$ cat src/rtl/divisor_sequencial.sv
// Sequential restoring divider: one quotient bit per clock using a single
// (WIDTH+1)-bit trial subtractor. Start/busy/done handshake plus a
// divide-by-zero flag. Published results only change on completion.
//
//   state | meaning
//   IDLE  | waiting for start
//   CALC  | iterating, one quotient bit per edge
//   DONE  | results valid, done high for this single cycle
module divisor_sequencial #(
  parameter int WIDTH = 8
) (
  input  logic             clk,
  input  logic             rst_n,
  input  logic             start,
  input  logic [WIDTH-1:0] dividendo,
  input  logic [WIDTH-1:0] divisor,
  output logic [WIDTH-1:0] quociente,
  output logic [WIDTH-1:0] resto,
  output logic             busy,
  output logic             done,
  output logic             div_zero
);

  localparam int CW = $clog2(WIDTH + 1);
  localparam logic [CW-1:0] LAST = CW'(WIDTH - 1);

  typedef enum logic [1:0] {
    IDLE = 2'd0,
    CALC = 2'd1,
    DONE = 2'd2
  } state_t;

  state_t state, state_next;

  logic [WIDTH-1:0] q_reg;
  logic [WIDTH-1:0] d_reg;
  // The partial remainder is always below the divisor after an update, so
  // WIDTH bits suffice to hold it; the extra bit lives only in the trial.
  logic [WIDTH-1:0] r_reg;
  logic [CW-1:0]    cnt;

  logic [WIDTH:0]   rs;
  logic [WIDTH:0]   t;
  logic             borrow;
  logic [WIDTH-1:0] q_next;
  logic [WIDTH-1:0] r_next;

  // State register with synchronous reset.
  always_ff @(posedge clk) begin
    if (!rst_n) state <= IDLE;
    else        state <= state_next;
  end

  // Next-state decode and one restoring-division step.
  always_comb begin
    state_next = state;
    rs         = {r_reg, q_reg[WIDTH-1]};
    t          = rs - {1'b0, d_reg};
    borrow     = t[WIDTH];
    q_next     = {q_reg[WIDTH-2:0], ~borrow};
    r_next     = borrow ? rs[WIDTH-1:0] : t[WIDTH-1:0];
    case (state)
      IDLE, DONE: begin
        if (start) state_next = (divisor != '0) ? CALC : DONE;
        else       state_next = IDLE;
      end
      CALC: begin
        if (cnt == LAST) state_next = DONE;
      end
      default: state_next = IDLE;
    endcase
  end

  assign busy = (state == CALC);
  assign done = (state == DONE);

  // Operand capture, iteration and result publication.
  always_ff @(posedge clk) begin
    if (!rst_n) begin
      q_reg     <= '0;
      d_reg     <= '0;
      r_reg     <= '0;
      cnt       <= '0;
      quociente <= '0;
      resto     <= '0;
      div_zero  <= 1'b0;
    end else begin
      case (state)
        IDLE, DONE: begin
          if (start) begin
            if (divisor != '0) begin
              q_reg    <= dividendo;
              d_reg    <= divisor;
              r_reg    <= '0;
              cnt      <= '0;
              div_zero <= 1'b0;
            end else begin
              quociente <= '1;
              resto     <= dividendo;
              div_zero  <= 1'b1;
            end
          end
        end
        CALC: begin
          q_reg <= q_next;
          r_reg <= r_next;
          cnt   <= cnt + CW'(1);
          if (cnt == LAST) begin
            quociente <= q_next;
            resto     <= r_next;
          end
        end
        default: ;
      endcase
    end
  end

endmodule

$ cat config.mk
export PLATFORM = sky130hd
export DESIGN_NAME = divisor_sequencial
export DESIGN_NICKNAME = d
export VERILOG_FILES = /design/src/rtl/divisor_sequencial.sv
export SDC_FILE = /design/constraint.sdc
export NUM_CORES = 1
export LEC_CHECK = 0
export ABC_AREA = 1
export CAP_MARGIN = 20
export CORE_MARGIN = 2
export CORE_UTILIZATION = 58
export CTS_CLUSTER_SIZE = 28
export DETAILED_ROUTE_END_ITERATION = 16
export PLACE_DENSITY_LB_ADDON = 0.12
export SKIP_CTS_REPAIR_TIMING = 1
export SKIP_LAST_GASP = 1
export SLEW_MARGIN = 5
export SYNTH_ARGS = -nofsm -noshare
export SYNTH_HDL_FRONTEND = slang
export SYNTH_SLANG_ARGS = --single-unit
$ cat constraint.sdc
create_clock -name clk -period 2.6 [get_ports clk]
set_input_delay 0.39 -clock clk [delete_from_list [all_inputs] [get_ports clk]]
set_output_delay 0.39 -clock clk [all_outputs]
set_load 0.01 [all_outputs]
After elaboration in Yosys (flattened, before gate mapping) --
Cells that the tools add are included. Widths: inputs -> output; s select.
Word-level totals: logic and storage cells 49, output and inout port bits 19, flip-flop bits (word level) 47, input port bits 19
Operators by class: add/subtract/negate cells 2, muxes and demuxes 23, equality and inequality tests 7, reduce and logical (&&, ||, !) cells 8, bitwise operators 1
Operators by type and width (count):
- $mux 8 | 11
- $pmux 8 s2 | 4
- $sub 9x8->9 | 1
- $mux 4 | 2
- $pmux 4 s2 | 1
- $reduce_bool 8->1 | 1
- $mux 2 | 3
- $ne 2x2->1 const B | 3
- $reduce_and 3->1 | 2
- $add 4x1->4 const B | 1
- $eq 4x3->1 const B | 1
- $pmux 2 s2 | 1
- $reduce_and 4->1 | 1
- $eq 2x1->1 const B | 1
- $eq 2x2->1 const B | 1
- $logic_not 2->1 | 1
- $ne 2x1->1 const B | 1
- $reduce_and 2->1 | 1
- $reduce_bool 2->1 | 1
- $reduce_or 2->1 | 1
- $mux 1 | 1
- $not 1->1 | 1

Longest topological paths before layout --
depth in word-level cells 4, gate-level depth with buffers 14, depth with buffers taken out 14

Worst setup path after synthesis --
No wires, ideal clock.
kind reg-to-reg, start register q_reg[7], end register r_reg[7], clock period less this slack 1752 ps, data arrival time 1644 ps, buffers on the path 0, path slack 848 ps, data required time 2491 ps, stages on the path, launching flop included 15, library setup time 109 ps, cells stage by stage dfxtp_1 > inv_1 > ha_1 > inv_1 > fa_1 > nand2_1 > nand2_1 > nand3_2 > nand2_2 > nand2_2 > nand2_4 > nand3_1 > nand3_1 > nand2_1 > inv_1
Between the ends: cells in the longest elaborated chain, start to end 3
Ends and longest elaborated chain:
- start: declaration | line 35 | logic [WIDTH-1:0] q_reg;
- start signal: assignment | line 92 | q_reg <= dividendo;
- start signal: assignment | line 105 | q_reg <= q_next;
- $sub 9x8->9 | line 58 | t = rs - {1'b0, d_reg};
- $mux 8 | line 61 | r_next = borrow ? rs[WIDTH-1:0] : t[WIDTH-1:0];
- $pmux 8 s2 | line 88 | case (state)
- end signal: assignment | line 106 | r_reg <= r_next;
- end: declaration | line 39 | logic [WIDTH-1:0] r_reg;
Every way passes these cells. A chain may end at the register's enable or synchronous reset.

Worst setup path in the final report --
start register q_reg[7], end register resto[2]
Between the ends: cells in the longest elaborated chain, start to end 4
Ends and longest elaborated chain:
- $sub 9x8->9 | line 58
- $mux 8 | line 61
- $mux 8 | line 108 | if (cnt == LAST) begin
- $pmux 8 s2 | line 88
- end signal: assignment | line 99 | resto <= dividendo;
- end signal: assignment | line 110 | resto <= r_next;
- end: declaration | line 18 | output logic [WIDTH-1:0] resto,
Every way passes these cells. The select of a mux whose other input is x is not followed.

==> impl_metrics.toml <==
[outcome]
status = "finished, final reports clean"

[worst_setup_path]
crit_type = "reg -> reg"
startpoint_type = "flop"
crit_slowest_cell = "fa_1"
cp_common_cell = "nand2_1"
critPathMaxFanout = 8
required_ns = 2.80
slowest_delay_ns = 0.40
end_kind = "flop"
crit_arrival_ns = 2.24
crit_chain = "inv_1 > ha_1 > inv_1 > fa_1 > nand2_1 > nand2_1 > nand3_2 > nand2_2 > nand2_1 > nand2_4 > nand3_1 > nand3_1 > nand2_1 > inv_1"

[sta]
rsz0062_at_grt = "false"
fin_setup_tns_ns = 0
hold_viol = 0
slew_headroom_pct = 66.3
setup_viol = 0
worst_slack_ns = 0.563
post-route-min-period_ns = 2.04
fin_worst_skew_ns = 0.00474
tightest_slew_ns = 0.505
finalCritPeriodShare_pct = 78.4
max_freq_mhz = 491
maxSlewViolCount = 0

[detailed_routing]
detail-route-antenna-nets = 0
drc = 0
routed_wl_mm = 5.73
drtIter0Drc = 104
wl_per_cell_um = 12.3
dr.pass1.iters = 4
num_vias = 2404
vias_per_cell = 5.15

[final_layout]
final_nets = 444
layout-drive-gt1-share_pct = 8.92
final-seq-area_sq_um = 941
fillCellCount = 379
diodes = 0
synthToLayoutAreaGrowth_pct = 17.5
multi_input_area_sq_mm = 0.00134
final_cells = 467

[global_route]
grt_max_degree = 34
grt_antenna_before_repair = 0
grt_pass1_vias = 2321
grt_overflow = 0
grt_pass1_wl_mm = 10.1
track_usage_pct = 24.4

[floorplan]
io_pins = 38
start_util_pct = 60.3
die_x_um = 71.3
die-height_um = 71.3
core-area_sq_mm = 0.00435
die-area_sq_mm = 0.00508
rows = 24

[yosys]
netlist_area_sq_mm = 0.00263
syn_inst = 381
ys_seq_area_share_pct = 35.8
syn-num-nets = 410
synth_top_area_share_pct = 35.8
synth_top_cell_by_area = "dfxtp_1"
yosysWarningCount = 0
synth_area_leaders = "dfxtp_1 36%, nand2_1 11%, inv_1 8.9%, nand3_1 7.6%, nor2_1 6.6%"
post_synth.cell_area_avg_sq_um = 6.90
ys_ff_latch = 47
synth.distinct_cells = 31

[pwr]
ir_drop_v = 0.000389
powerDensity_mw_per_mm2 = 615
leakage_nw = 1.54

[clocking]
path_clk_slew_ns = 0.08
clockBufferDepth = 2
clockRootBuffer = "clkbuf_8"
cts_buffers = 5
htree_levels = 2
clk_latency_ns = 0.29
clock_sinks = 47
cts_tree = "yes"

[flow_run]
drv_cap = 0

[placed_design]
place_ws_ns = 0.518
gp_congestion = 0.820
port_buffers = 37
place_hpwl_mm = 4.19
dpl.cell_count = 460

[min_path]
min_path_type = "reg -> reg"
-- worst paths after layout --
| path | start | end | slack, ns | depth (start not counted) |
|---|---|---|---|---|
| hold reg to reg | q_reg[6] | q_reg[6] | 0.48 | 2 |
| hold / removal | q_reg[6] | q_reg[6] | 0.48 | 2 |
| setup / recovery | q_reg[7] | resto[2] | 0.56 | 14 |
| setup reg to reg | q_reg[7] | resto[2] | 0.56 | 14 |
-- metal layers --
layer | part of all wire (%) | global-route usage, %
met2 | 48 | 41.4
met5 | 0 | 0
met1 | 46 | 32.7
met4 | 0.89 | 5.45
met3 | 4.7 | 4.22
-- critical path, delay by kind of cell, from the launching register on --
family / cells / cell delay [ns]
buf+inv: 3 / 0.20
flops: 1 / 0.32
fa+ha+maj: 2 / 0.55
simple gates: 9 / 0.88
-- through the flow --
stage | hold WS (ns) | instance area, sq um | total power [mW] | util, %
3_3_place_gp | 0.453 | 2980 | 1.38 | 68.5
2_1_floorplan | 0.435 | 2630 | 1.24 | -
4_1_cts | 0.482 | 3090 | 1.91 | 70.9
6_report | 0.481 | 3090 | 1.90 | 70.9
3_5_place_dp | 0.471 | 2980 | 1.39 | 68.5
5_1_grt | 0.509 | 3090 | 2.01 | 70.9
-- cell families (layout without fill, tap and decap cells) --
group	count (synthesis)	count (layout)	synth area share, %
xor+xnor	3	3	1.00
fa+ha+maj	10	10	5.05
compound gates	44	44	9.76
simple gates	199	199	35.0
buf+inv	78	112	13.3
flops	47	47	35.8
-- final cells by class --
class | count | share of cell area [%]
Timing Repair Buffer | 40 | 12.7
Inverter | 65 | 8.07
Tap cell | 52 | 2.11
Clock buffer | 6 | 2.35
Clock inverter | 1 | 0.973
Multi-Input combinational cell | 256 | 43.3
Sequential cell | 47 | 30.5
-- cells in the final DEF, fill, tap and decap left out, types with 2 or more instances in the layout --
| master | instances |
|---|---|
| nand2_1 | 80 |
| inv_1 | 62 |
| dfxtp_1 | 47 |
| nor2_1 | 46 |
| nand3_1 | 40 |
| clkdlybuf4s50_1 | 37 |
| o21ai_0 | 21 |
| a21oi_1 | 14 |
| ha_1 | 9 |
| nor3_1 | 8 |
| nand3_2 | 7 |
| nand2_2 | 6 |
| nor2_2 | 5 |
| clkbuf_8 | 5 |
| o211a_1 | 4 |
| nand2_4 | 3 |
| buf_4 | 3 |
| inv_2 | 2 |
| xor2_1 | 2 |
| nor2_4 | 2 |
| nand4_1 | 2 |
| o32ai_1 | 2 |
-- Yosys cell counts, drive strengths merged --
master	number
xnor2	1
clkbuf	3
nor2	53
ha	9
xor2	2
a31oi	1
o21ai	22
dfxtp	47
nand2	89
fa	1
nand3	47
a21oi	15
inv	65
nor3	8
buf	10
o32ai	2
nand4	2
o211a	4
-- power breakdown --
part / internal [mW] / leakage (nW) / switching [mW] / total (mW)
sequential: 0.780 / 0.385 / 0.0386 / 0.818
clock: 0.282 / 0.0513 / 0.233 / 0.515
combinational: 0.220 / 1.10 / 0.344 / 0.564
total: 1.28 / 1.54 / 0.616 / 1.90
Power figures use the tool's default switching activity.
